File: src/rtl/q2_panel_ctrl_pkg.sv
// Shared definitions for the Q2 front-panel conditioner: button indices,
// repeat FSM states and the run-flag priority rule.
package q2_panel_ctrl_pkg;

  localparam int BTN_START = 0;
  localparam int BTN_STOP  = 1;
  localparam int BTN_DEP   = 2;
  localparam int BTN_INCP  = 3;

  typedef enum logic [1:0] {
    IDLE  = 2'd0,
    DELAY = 2'd1,
    RPT   = 2'd2
  } rpt_state_e;

  // Stop and halt outrank start, so a simultaneous start+stop leaves the CPU stopped.
  function automatic logic next_run(input logic run, input logic start,
                                    input logic stop, input logic halt);
    if (stop || halt) return 1'b0;
    if (start)        return 1'b1;
    return run;
  endfunction

endpackage

File: src/rtl/q2_panel_ctrl_if.sv
// Panel-side signal bundle: raw active-low pins in, conditioned levels/strobes out.
interface q2_panel_ctrl_if #(
  parameter int DATA_W = 12,
  parameter int NBTN   = 4
);

  logic [DATA_W-1:0] nsw;
  logic [NBTN-1:0]   nbtn;
  logic              halt;
  logic [DATA_W-1:0] sw_val;
  logic [NBTN-1:0]   btn_level;
  logic [NBTN-1:0]   btn_press;
  logic              run;

  modport master (
    output nsw, nbtn, halt,
    input  sw_val, btn_level, btn_press, run
  );

  modport slave (
    input  nsw, nbtn, halt,
    output sw_val, btn_level, btn_press, run
  );

endinterface

File: src/rtl/q2_panel_ctrl_debounce.sv
// One button channel: 2-flop synchroniser, debounce counter, press edge
// detect and an optional auto-repeat FSM.
module q2_panel_ctrl_debounce
  import q2_panel_ctrl_pkg::*;
#(
  parameter int DEBOUNCE_CYC = 1000,
  parameter int REPEAT_DLY   = 50000,
  parameter int REPEAT_RATE  = 10000,
  parameter bit REPEAT_EN    = 1'b0
) (
  input  logic clk,
  input  logic rst,
  input  logic nbtn_raw,
  output logic level,
  output logic press
);

  localparam int DB_W    = $clog2(DEBOUNCE_CYC + 1);
  localparam int RPT_MAX = (REPEAT_DLY > REPEAT_RATE) ? REPEAT_DLY : REPEAT_RATE;
  localparam int RC_W    = $clog2(RPT_MAX + 1);

  logic            sync1_q, sync1_d;
  logic            sync2_q, sync2_d;
  logic            level_q, level_d;
  logic            level_prev_q, level_prev_d;
  logic [DB_W-1:0] db_cnt_q, db_cnt_d;
  rpt_state_e      state_q, state_d;
  logic [RC_W-1:0] rpt_cnt_q, rpt_cnt_d;
  logic            press_q, press_d;
  logic            fire;
  logic [RC_W-1:0] rpt_cnt_inc;

  // The synchroniser stores the pressed sense so that reset (0) means released.
  always_comb begin
    sync1_d      = ~nbtn_raw;
    sync2_d      = sync1_q;
    level_prev_d = level_q;
    level_d      = level_q;
    db_cnt_d     = '0;
    if (sync2_q != level_q) begin
      if (db_cnt_q == DB_W'(DEBOUNCE_CYC - 1)) begin
        level_d = ~level_q;
      end else begin
        db_cnt_d = db_cnt_q + 1'b1;
      end
    end
  end

  assign rpt_cnt_inc = (rpt_cnt_q == RC_W'(RPT_MAX)) ? rpt_cnt_q : rpt_cnt_q + 1'b1;

  always_comb begin
    state_d   = state_q;
    rpt_cnt_d = rpt_cnt_q;
    fire      = 1'b0;
    case (state_q)
      IDLE: begin
        rpt_cnt_d = '0;
        if (REPEAT_EN && level_q) state_d = DELAY;
      end
      DELAY: begin
        if (!level_q) begin
          state_d   = IDLE;
          rpt_cnt_d = '0;
        end else if (rpt_cnt_q == RC_W'(REPEAT_DLY - 1)) begin
          fire      = 1'b1;
          state_d   = RPT;
          rpt_cnt_d = '0;
        end else begin
          rpt_cnt_d = rpt_cnt_inc;
        end
      end
      RPT: begin
        if (!level_q) begin
          state_d   = IDLE;
          rpt_cnt_d = '0;
        end else if (rpt_cnt_q == RC_W'(REPEAT_RATE - 1)) begin
          fire      = 1'b1;
          rpt_cnt_d = '0;
        end else begin
          rpt_cnt_d = rpt_cnt_inc;
        end
      end
      default: begin
        state_d   = IDLE;
        rpt_cnt_d = '0;
      end
    endcase
    // Gating with the next level keeps a strobe out of the cycle the button reads released.
    press_d = ((level_q & ~level_prev_q) | fire) & level_d;
  end

  always_ff @(posedge clk or posedge rst) begin
    if (rst) begin
      sync1_q      <= 1'b0;
      sync2_q      <= 1'b0;
      level_q      <= 1'b0;
      level_prev_q <= 1'b0;
      db_cnt_q     <= '0;
      state_q      <= IDLE;
      rpt_cnt_q    <= '0;
      press_q      <= 1'b0;
    end else begin
      sync1_q      <= sync1_d;
      sync2_q      <= sync2_d;
      level_q      <= level_d;
      level_prev_q <= level_prev_d;
      db_cnt_q     <= db_cnt_d;
      state_q      <= state_d;
      rpt_cnt_q    <= rpt_cnt_d;
      press_q      <= press_d;
    end
  end

  assign level = level_q;
  assign press = press_q;

endmodule

File: src/rtl/q2_panel_ctrl.sv
// Q2 front-panel conditioner top: data-switch synchroniser, one debounce
// channel per button, and the CPU run flag.
module q2_panel_ctrl
  import q2_panel_ctrl_pkg::*;
#(
  parameter int              DATA_W       = 12,
  parameter int              NBTN         = 4,
  parameter int              DEBOUNCE_CYC = 1000,
  parameter int              REPEAT_DLY   = 50000,
  parameter int              REPEAT_RATE  = 10000,
  parameter logic [NBTN-1:0] REPEAT_MASK  = 4'b1000
) (
  input  logic           clk,
  input  logic           rst,
  q2_panel_ctrl_if.slave bus
);

  logic [DATA_W-1:0] sw_sync1_q, sw_sync1_d;
  logic [DATA_W-1:0] sw_sync2_q, sw_sync2_d;
  logic              run_q, run_d;
  logic [NBTN-1:0]   btn_level_w;
  logic [NBTN-1:0]   btn_press_w;

  for (genvar i = 0; i < NBTN; i++) begin : g_btn
    q2_panel_ctrl_debounce #(
      .DEBOUNCE_CYC (DEBOUNCE_CYC),
      .REPEAT_DLY   (REPEAT_DLY),
      .REPEAT_RATE  (REPEAT_RATE),
      .REPEAT_EN    (REPEAT_MASK[i])
    ) u_debounce (
      .clk      (clk),
      .rst      (rst),
      .nbtn_raw (bus.nbtn[i]),
      .level    (btn_level_w[i]),
      .press    (btn_press_w[i])
    );
  end

  // Data switches are only synchronised; their consumers sample them on deposit.
  always_comb begin
    sw_sync1_d = ~bus.nsw;
    sw_sync2_d = sw_sync1_q;
    run_d      = next_run(run_q, btn_press_w[BTN_START], btn_press_w[BTN_STOP], bus.halt);
  end

  always_ff @(posedge clk or posedge rst) begin
    if (rst) begin
      sw_sync1_q <= '0;
      sw_sync2_q <= '0;
      run_q      <= 1'b0;
    end else begin
      sw_sync1_q <= sw_sync1_d;
      sw_sync2_q <= sw_sync2_d;
      run_q      <= run_d;
    end
  end

  assign bus.sw_val    = sw_sync2_q;
  assign bus.btn_level = btn_level_w;
  assign bus.btn_press = btn_press_w;
  assign bus.run       = run_q;

endmodule

File: src/flat_wrapper.sv
// flat-port wrapper written by rule: the top's interface ports become plain ports
module q2_panel_ctrl_flat import q2_panel_ctrl_pkg::*;
#(
  parameter int              DATA_W       = 12,
  parameter int              NBTN         = 4,
  parameter int              DEBOUNCE_CYC = 1000,
  parameter int              REPEAT_DLY   = 50000,
  parameter int              REPEAT_RATE  = 10000,
  parameter logic [NBTN-1:0] REPEAT_MASK  = 4'b1000
)
  (clk, rst, bus_nsw, bus_nbtn, bus_halt, bus_sw_val, bus_btn_level, bus_btn_press, bus_run);
  q2_panel_ctrl_if #(.DATA_W(DATA_W), .NBTN(NBTN)) bus_i ();
  input  logic clk;
  input  logic rst;
  input wire logic [$bits(bus_i.nsw)-1:0] bus_nsw;
  input wire logic [$bits(bus_i.nbtn)-1:0] bus_nbtn;
  input wire logic [$bits(bus_i.halt)-1:0] bus_halt;
  output wire logic [$bits(bus_i.sw_val)-1:0] bus_sw_val;
  output wire logic [$bits(bus_i.btn_level)-1:0] bus_btn_level;
  output wire logic [$bits(bus_i.btn_press)-1:0] bus_btn_press;
  output wire logic [$bits(bus_i.run)-1:0] bus_run;
  assign bus_i.nsw = bus_nsw;
  assign bus_i.nbtn = bus_nbtn;
  assign bus_i.halt = bus_halt;
  assign bus_sw_val = bus_i.sw_val;
  assign bus_btn_level = bus_i.btn_level;
  assign bus_btn_press = bus_i.btn_press;
  assign bus_run = bus_i.run;
  q2_panel_ctrl #(.DATA_W(DATA_W), .NBTN(NBTN), .DEBOUNCE_CYC(DEBOUNCE_CYC), .REPEAT_DLY(REPEAT_DLY), .REPEAT_RATE(REPEAT_RATE), .REPEAT_MASK(REPEAT_MASK)) u_core (.clk(clk), .rst(rst), .bus(bus_i));
endmodule
File: config.mk
export PLATFORM = sky130hd
export DESIGN_NAME = q2_panel_ctrl_flat
export DESIGN_NICKNAME = d
export VERILOG_FILES = /design/src/rtl/q2_panel_ctrl_pkg.sv /design/src/rtl/q2_panel_ctrl_if.sv /design/src/rtl/q2_panel_ctrl_debounce.sv /design/src/rtl/q2_panel_ctrl.sv /design/src/flat_wrapper.sv
export SDC_FILE = /design/constraint.sdc
export NUM_CORES = 1
export LEC_CHECK = 0
export BUFFER_PORTS_ARGS = -buffer_cell sky130_fd_sc_hd__clkbuf_2
export CAP_MARGIN = 10
export CORE_ASPECT_RATIO = 1.1
export CORE_UTILIZATION = 44
export DETAILED_ROUTE_END_ITERATION = 10
export PLACE_DENSITY = 0.63
export SYNTH_ARGS = -nofsm -noshare
export SYNTH_HDL_FRONTEND = slang
export SYNTH_SLANG_ARGS = --single-unit
File: constraint.sdc
create_clock -name clk -period 3.2 [get_ports clk]
set_input_delay 0.64 -clock clk [delete_from_list [all_inputs] [get_ports clk]]
set_output_delay 0.64 -clock clk [all_outputs]
set_load 0.05 [all_outputs]
==> results of run 1 <==
[Yosys cell counts, drive strengths merged, types with 2 or more instances]
cell / instances
or4: 5
inv: 31
a21oi: 5
xnor2: 29
dfrtp: 103
and2: 4
nor3b: 3
nand3: 16
nor3: 10
o21ai: 3
nor2: 65
and3: 11
mux2: 4
and4b: 2
nand4: 11
ha: 9
nand2: 26
mux2i: 2
xor2: 20
buf: 9
[through the flow]
stage	instances	power (mW)	setup slack, ps
after global routing	547	2.26	891
after CTS	547	2.20	1070
after floorplan	382	1.45	1330
after global placement	532	1.49	1190
after detailed placement	532	1.49	1080
final	547	2.16	1100
[critical path, stage by stage (launching register included)]
cell	delay [ps]
dfrtp_1	460
ha_1	320
and4b_1	280
nand4_1	150
a22o_1	250
o211ai_4	390
nor2_1	110
[registers in the layout, indices dropped and copies added (netlist names)]
| register | cells |
|---|---|
| u_core.sw_sync1_q | 12 |
| u_core.g_btn.u_debounce.sync2_q | 4 |
| u_core.g_btn.u_debounce.db_cnt_q | 40 |
| u_core.g_btn.u_debounce.level_prev_q | 4 |
| u_core.bus.sw_val | 12 |
| u_core.bus.run | 1 |
| u_core.g_btn.u_debounce.press | 4 |
| u_core.g_btn.u_debounce.state_q | 2 |
| u_core.g_btn.u_debounce.sync1_q | 4 |
| u_core.g_btn.u_debounce.level | 4 |
| u_core.g_btn.u_debounce.rpt_cnt_q | 16 |
[layer usage]
metal  routed length [um]  vias to the layer above  global-route usage
li1                     -                     1325                   -
met1                 2980                     1265               0.192
met2                 3170                       33               0.248
met3                  199                       13              0.0277
met4                  186                        0              0.0949
met5                    0                        -                   0
[worst max path at each step]
| stage | start | end | slack (ps) | depth (start not counted) |
|---|---|---|---|---|
| CTS | u_core.g_btn[3].u_debounce.rpt_cnt_q[0]$_DFF_PP0_ | u_core.g_btn[3].u_debounce.rpt_cnt_q[10]$_DFF_PP0_ | 1070 | 6 |
| floorplan | rst | u_core.bus.run$_DFFE_PP0P_ | 1330 | 1 |
| finish | u_core.g_btn[3].u_debounce.rpt_cnt_q[0]$_DFF_PP0_ | u_core.g_btn[3].u_debounce.rpt_cnt_q[1]$_DFF_PP0_ | 1100 | 6 |
| global route | u_core.g_btn[3].u_debounce.rpt_cnt_q[0]$_DFF_PP0_ | u_core.g_btn[3].u_debounce.rpt_cnt_q[10]$_DFF_PP0_ | 890 | 6 |
| global placement | u_core.g_btn[3].u_debounce.rpt_cnt_q[0]$_DFF_PP0_ | u_core.g_btn[3].u_debounce.rpt_cnt_q[13]$_DFF_PP0_ | 1190 | 6 |
| detailed placement | u_core.g_btn[3].u_debounce.rpt_cnt_q[0]$_DFF_PP0_ | u_core.g_btn[3].u_debounce.rpt_cnt_q[10]$_DFF_PP0_ | 1080 | 6 |
[cell type report]
cell class	count	area (um^2)
sequential	103	2580
tap	117	146
inverter	31	120
clock inverter	3	21.3
clock buffer	12	135
multi-input combinational	239	1490
fill	879	4630
timing repair buffer	42	230
[power by group through the flow]
stage / combinational, mW / sequential, mW / clock (mW)
after CTS: 0.114 / 1.35 / 0.734
after detailed placement: 0.113 / 1.38 / 0
after global placement: 0.112 / 1.37 / 0
after floorplan: 0.0472 / 1.40 / 0
final: 0.110 / 1.35 / 0.697
after global routing: 0.125 / 1.35 / 0.778
[kinds of logic (layout without fill, tap and decap cells)]
kind of cell	after synthesis	after routing	synth area share
xor+xnor	49	49	0.101
fa+ha+maj	9	9	0.0265
compound gates	13	13	0.0224
buf+inv	40	88	0.0441
simple gates	162	162	0.185
mux	6	6	0.0153
flops	103	103	0.606
==> impl_metrics.py, run 1 <==
metrics = {
    "finish": {
        "diodes": 0,
        "nets": 454,
        "drive_above_1_share": 0.147,
        "final_common_cell": "dfrtp_1",
        "syn2layout_area_growth_pct": 10.9,
        "post-route-util": 0.505,
        "fin_area_mm2": 0.00472,
        "mostFrequentLayoutCells": "dfrtp_1 (103), nor2_1 (65), clkbuf_2 (39)",
    },
    "route": {
        "routed_via_density": 4.82,
        "vias": 2636,
        "drc": 0,
        "drt-pass1-iter-count": 4,
        "ant_nets": 0,
        "finalWirelength_um": 6540,
        "drt_iter0_markers": 68,
        "wl_per_cell_um": 12.0,
    },
    "sta": {
        "finalSetupTns_ps": 0,
        "hold_ws_ps": 354,
        "fin_crit_ps": 2100,
        "skew_ps": 12.6,
        "rsz0062_at_grt": "false",
        "max_clock_freq_mhz": 476,
        "maxSlewHeadroom": 0.444,
        "fin_crit_sh": 0.656,
        "hold_viol": 0,
        "maxSlewViolCount": 0,
        "setup_viol_count_final": 0,
        "tightest_slew_ps": 833,
    },
    "critical_path": {
        "rrSetupSlack_ps": 1100,
        "r2r_cells": 6,
        "crit_fanout": 16,
        "end_kind": "register",
        "r2r_end": "u_core.g_btn[3].u_debounce.rpt_cnt_q[1]$_DFF_PP0_",
        "worst_ep_arrival_time_ps": 2340,
        "critPathLaunchType": "register",
        "crit_required_ps": 3440,
        "critPathKind": "register to register",
        "timing.rr.start": "u_core.g_btn[3].u_debounce.rpt_cnt_q[0]$_DFF_PP0_",
    },
    "placement": {
        "placed_cell_area_mm2": 0.00456,
        "gp_congestion": 0.780,
        "io_buffers": 39,
        "dp_hpwl_um": 4570,
    },
    "synth": {
        "syn_nets": 410,
        "avgSynthCellArea_um2": 11.1,
        "ys.flop_type": "dfrtp_1",
        "ys_ff_latch": 103,
        "ys_warn_count": 0,
        "synth_edf_count": 0,
        "yosysTopAreaCell": "dfrtp_1",
        "seq_area_frac_synth": 0.606,
        "async_flop_share": 1.00,
        "syn_area_mm2": 0.00425,
        "post_synth_num_cell_types": 36,
        "yosysTopAreaCellShare": 0.606,
        "synth_area_leaders": "dfrtp_1 (61%), xnor2_1 (6.0%), nor2_1 (5.7%)",
        "netlist_instances": 382,
    },
    "cts": {
        "path_clk_slew_ps": 90,
        "hold_buffers": 0,
        "postCtsSetupBuffers": 0,
        "cts_buffers": 9,
        "htree_levels": 3,
        "cts_resized": 0,
        "cts_tree": "done",
        "cts.path.max_buffers": 2,
        "cts-root-buf": "clkbuf_8",
        "clkSinkCount": 103,
        "clk_latency_ps": 370,
    },
    "power": {
        "leakage_nw": 2.18,
        "internal_power_mw": 1.64,
        "p_sw_frac": 0.237,
        "p_per_area_mw_per_mm2": 457,
        "pwr-share-clk": 0.323,
        "max-vdd-ir-drop_mv": 0.209,
        "combPwrFrac": 0.051,
        "netSwitchingPower_uw": 511,
        "power_frac_seq": 0.626,
    },
    "global_route": {
        "grt_pass1_wl_um": 11900,
        "groute.usage.overall": 0.155,
        "grt_max_degree": 42,
        "grt_pass1_vias": 2735,
        "overflow": 0,
        "antenna_found_initial": 0,
    },
    "die": {
        "std_cell_rows": 37,
        "dieArea_mm2": 0.0101,
        "die_w_um": 95.8,
        "start_util": 0.455,
        "core-area_mm2": 0.00935,
        "die_h_um": 105,
        "io_pins": 40,
    },
    "hold_path": {
        "holdCritPathClass": "register to register",
        "whs_endpoint": "u_core.bus.sw_val[9]$_DFF_PP0_",
        "holdPathStages": 0,
        "min_from": "u_core.sw_sync1_q[9]$_DFF_PP0_",
    },
    "run": {
        "drv_cap": 0,
    },
    "outcome": {
        "outcome": "complete, no violations",
    },
}
No activity file was read; power rests on OpenSTA's default activity.
==> run 2: changes to the inputs <==
--- a/config.mk
+++ b/config.mk
@@ -5,6 +5,7 @@
 export SDC_FILE = /design/constraint.sdc
 export NUM_CORES = 1
 export LEC_CHECK = 0
+export ABC_AREA = 1
 export BUFFER_PORTS_ARGS = -buffer_cell sky130_fd_sc_hd__clkbuf_2
 export CAP_MARGIN = 10
 export CORE_ASPECT_RATIO = 1.1
==> constraint.sdc (replaced) <==
create_clock -name clk -period 1.8 [get_ports clk]
set_input_delay 0.36 -clock clk [delete_from_list [all_inputs] [get_ports clk]]
set_output_delay 0.36 -clock clk [all_outputs]
set_load 0.05 [all_outputs]
==> run 2 against run 1 <==
- sequential cell count did not move
- first-iteration DRC count up 43%
- critical path depth decreased by 5
- clock skew hardly changed
- sequential power rose by 78%
==> impl_metrics.py, run 2 <==
metrics = {
    "cts": {
        "path_clk_slew_ps": 100,
        "hold_buffers": 0,
        "clk_latency_ps": 360,
        "htree_levels": 3,
        "cts_resized": 0,
        "cts.path.max_buffers": 2,
        "clkSinkCount": 103,
        "postCtsSetupBuffers": 0,
        "cts-root-buf": "clkbuf_8",
        "cts_buffers": 9,
        "cts_tree": "done",
    },
    "route": {
        "ant_nets": 0,
        "drc": 0,
        "routed_via_density": 4.68,
        "vias": 3030,
        "drt-met1-wl_um": 3290,
        "drt_iter0_markers": 97,
        "wl_met3_um": 361,
        "met2_length_um": 3280,
        "top_layer": "met4",
        "wl_per_cell_um": 10.8,
        "finalWirelength_um": 7010,
        "drt-pass1-iter-count": 6,
    },
    "finish": {
        "largest-register": "u_core.g_btn.u_debounce.db_cnt_q",
        "top_regs": "u_core.g_btn.u_debounce.db_cnt_q (40), u_core.g_btn.u_debounce.rpt_cnt_q (16)",
        "nets": 550,
        "mostFrequentLayoutCells": "dfrtp_1 (103), nor2_1 (81), nand2_1 (78)",
        "drive_above_1_share": 0.156,
        "syn2layout_area_growth_pct": 10.9,
        "largest_reg_flops": 40,
        "diodes": 0,
        "final_common_cell": "dfrtp_1",
    },
    "synth": {
        "syn_area_mm2": 0.00448,
        "synth-simple-area-share": 0.245,
        "avgSynthCellArea_um2": 9.31,
        "ys.flop_type": "dfrtp_1",
        "netlist_instances": 481,
        "synth_area_leaders": "dfrtp_1 (58%), nor2_1 (6.8%), nand2_1 (6.5%)",
        "synth.mux.area_fraction": 0,
        "seq_area_frac_synth": 0.576,
        "ys_ff_latch": 103,
        "synth_top_family_by_area": "simple AND/OR/NAND/NOR gates",
        "synth_compound_area_frac": 0.0260,
        "ys_warn_count": 0,
        "synthTopCellsByCount": "dfrtp_1 (103), nor2_1 (81), nand2_1 (78)",
        "post-synth-top-count-cell": "dfrtp_1",
        "syn_nets": 509,
        "synthAdderAreaFrac": 0.0252,
        "yosysTopAreaCell": "dfrtp_1",
        "synth_xor_area_frac": 0.0509,
        "synth_edf_count": 0,
        "async_flop_share": 1.00,
        "yosysTopAreaCellShare": 0.576,
        "post_synth_num_cell_types": 28,
    },
    "critical_path": {
        "path_cells": "clkbuf_2",
        "crit_required_ps": 1440,
        "end_kind": "output port",
        "slowest_delay_ps": 510,
        "rrSetupSlack_ps": 280,
        "crit_fanout": 8,
        "critPathTopFamily": "flip-flops",
        "r2r_cells": 8,
        "worst_ep_arrival_time_ps": 1200,
        "critPathSlowestCell": "dfrtp_1",
        "timing.rr.start": "u_core.g_btn[3].u_debounce.rpt_cnt_q[1]$_DFF_PP0_",
        "critPathLaunchType": "register",
        "critPathKind": "register to output port",
        "r2r_end": "u_core.g_btn[3].u_debounce.rpt_cnt_q[0]$_DFF_PP0_",
        "crit_buf_inv": 1,
    },
    "sta": {
        "finalSetupTns_ps": 0,
        "rsz0062_at_grt": "false",
        "max_clock_freq_mhz": 641,
        "maxSlewHeadroom": 0.654,
        "maxSlewViolCount": 0,
        "fin_crit_sh": 0.867,
        "skew_ps": 12.3,
        "fin_crit_ps": 1560,
        "tightest_slew_ps": 518,
        "setup_viol_count_final": 0,
        "hold_viol": 0,
    },
    "placement": {
        "dp_hpwl_um": 4960,
        "gp_congestion": 0.801,
        "io_buffers": 39,
    },
    "global_route": {
        "groute.usage.overall": 0.149,
        "grt_pass1_wl_um": 12600,
        "grt_pass1_vias": 2957,
        "overflow": 0,
        "antenna_found_initial": 0,
        "grt_max_degree": 104,
    },
    "power": {
        "netSwitchingPower_uw": 949,
        "pwr-share-clk": 0.356,
        "internal_power_mw": 3.08,
        "p_sw_frac": 0.236,
        "power_frac_seq": 0.596,
        "max-vdd-ir-drop_mv": 0.607,
        "leakage_nw": 2.44,
        "p_per_area_mw_per_mm2": 811,
        "combPwrFrac": 0.048,
        "totalPowerFinal_mw": 4.03,
    },
    "hold_path": {
        "holdPathStages": 2,
        "whs_endpoint": "u_core.sw_sync1_q[1]$_DFF_PP0_",
        "min_from": "bus_nsw[1]",
        "holdCritPathClass": "primary input to register",
    },
    "die": {
        "die_h_um": 108,
        "core-area_mm2": 0.00989,
        "io_pins": 40,
        "die_w_um": 98.2,
        "start_util": 0.453,
        "dieArea_mm2": 0.0106,
        "std_cell_rows": 38,
    },
    "run": {
        "drv_cap": 0,
    },
    "outcome": {
        "outcome": "complete, no violations",
    },
}
-- run 2: power by group through the flow --
stage	registers [mW]	logic [mW]	clock network, mW
2_1_floorplan	2.49	0.0865	0
3_3_place_gp	2.44	0.198	0
3_5_place_dp	2.45	0.200	0
4_1_cts	2.40	0.200	1.50
5_1_grt	2.41	0.221	1.59
6_report	2.40	0.193	1.43
-- run 2: layer usage --
| layer | vias up | GRT usage |
|---|---|---|
| met4 | 0 | 0.0480 |
| met5 | - | 0 |
| met2 | 57 | 0.248 |
| met3 | 10 | 0.0435 |
| met1 | 1408 | 0.188 |
| li1 | 1555 | - |
-- run 2: worst max-delay path by stage --
stage / end / start / depth (start not counted) / slack (ps)
floorplan: u_core.bus.run$_DFFE_PP0P_ / rst / 1 / 210
global placement: u_core.g_btn[3].u_debounce.rpt_cnt_q[1]$_DFF_PP0_ / u_core.g_btn[3].u_debounce.rpt_cnt_q[1]$_DFF_PP0_ / 8 / 320
detailed placement: u_core.g_btn[3].u_debounce.rpt_cnt_q[0]$_DFF_PP0_ / u_core.g_btn[3].u_debounce.rpt_cnt_q[1]$_DFF_PP0_ / 8 / 290
CTS: bus_btn_level[3] / u_core.g_btn[3].u_debounce.level$_DFF_PP0_ / 1 / 210
global route: bus_btn_level[3] / u_core.g_btn[3].u_debounce.level$_DFF_PP0_ / 1 / 150
finish: bus_btn_level[3] / u_core.g_btn[3].u_debounce.level$_DFF_PP0_ / 1 / 240
-- run 2: layout make-up --
| cell class | count | area, um^2 |
|---|---|---|
| fill | 935 | 4920 |
| multi-input combinational | 298 | 1550 |
| timing repair buffer | 40 | 215 |
| inverter | 70 | 267 |
| clock buffer | 9 | 124 |
| clock inverter | 7 | 81.3 |
| sequential | 103 | 2580 |
| tap | 120 | 150 |
-- run 2: stage by stage --
stage / hold WS, ps / std cells / utilization / setup WS [ps] / area [um^2]
after floorplan: 331 / 481 / - / 208 / 4480
after global placement: 332 / 631 / 0.481 / 321 / 4760
after detailed placement: 336 / 631 / 0.481 / 292 / 4760
after CTS: 106 / 647 / 0.502 / 205 / 4970
after global routing: 99.3 / 647 / 0.502 / 147 / 4970
final: 125 / 647 / 0.502 / 240 / 4970
-- run 2: kinds of logic (layout without fill, tap and decap cells) --
logic type               count (synthesis)  in the layout
buffers and inverters                   80            126
AND/OR/NAND/NOR                        242            242
flip-flops                             103            103
AO/OA/AOI/OAI                           21             21
XOR/XNOR                                26             26
adder cells (fa/ha/maj)                  9              9
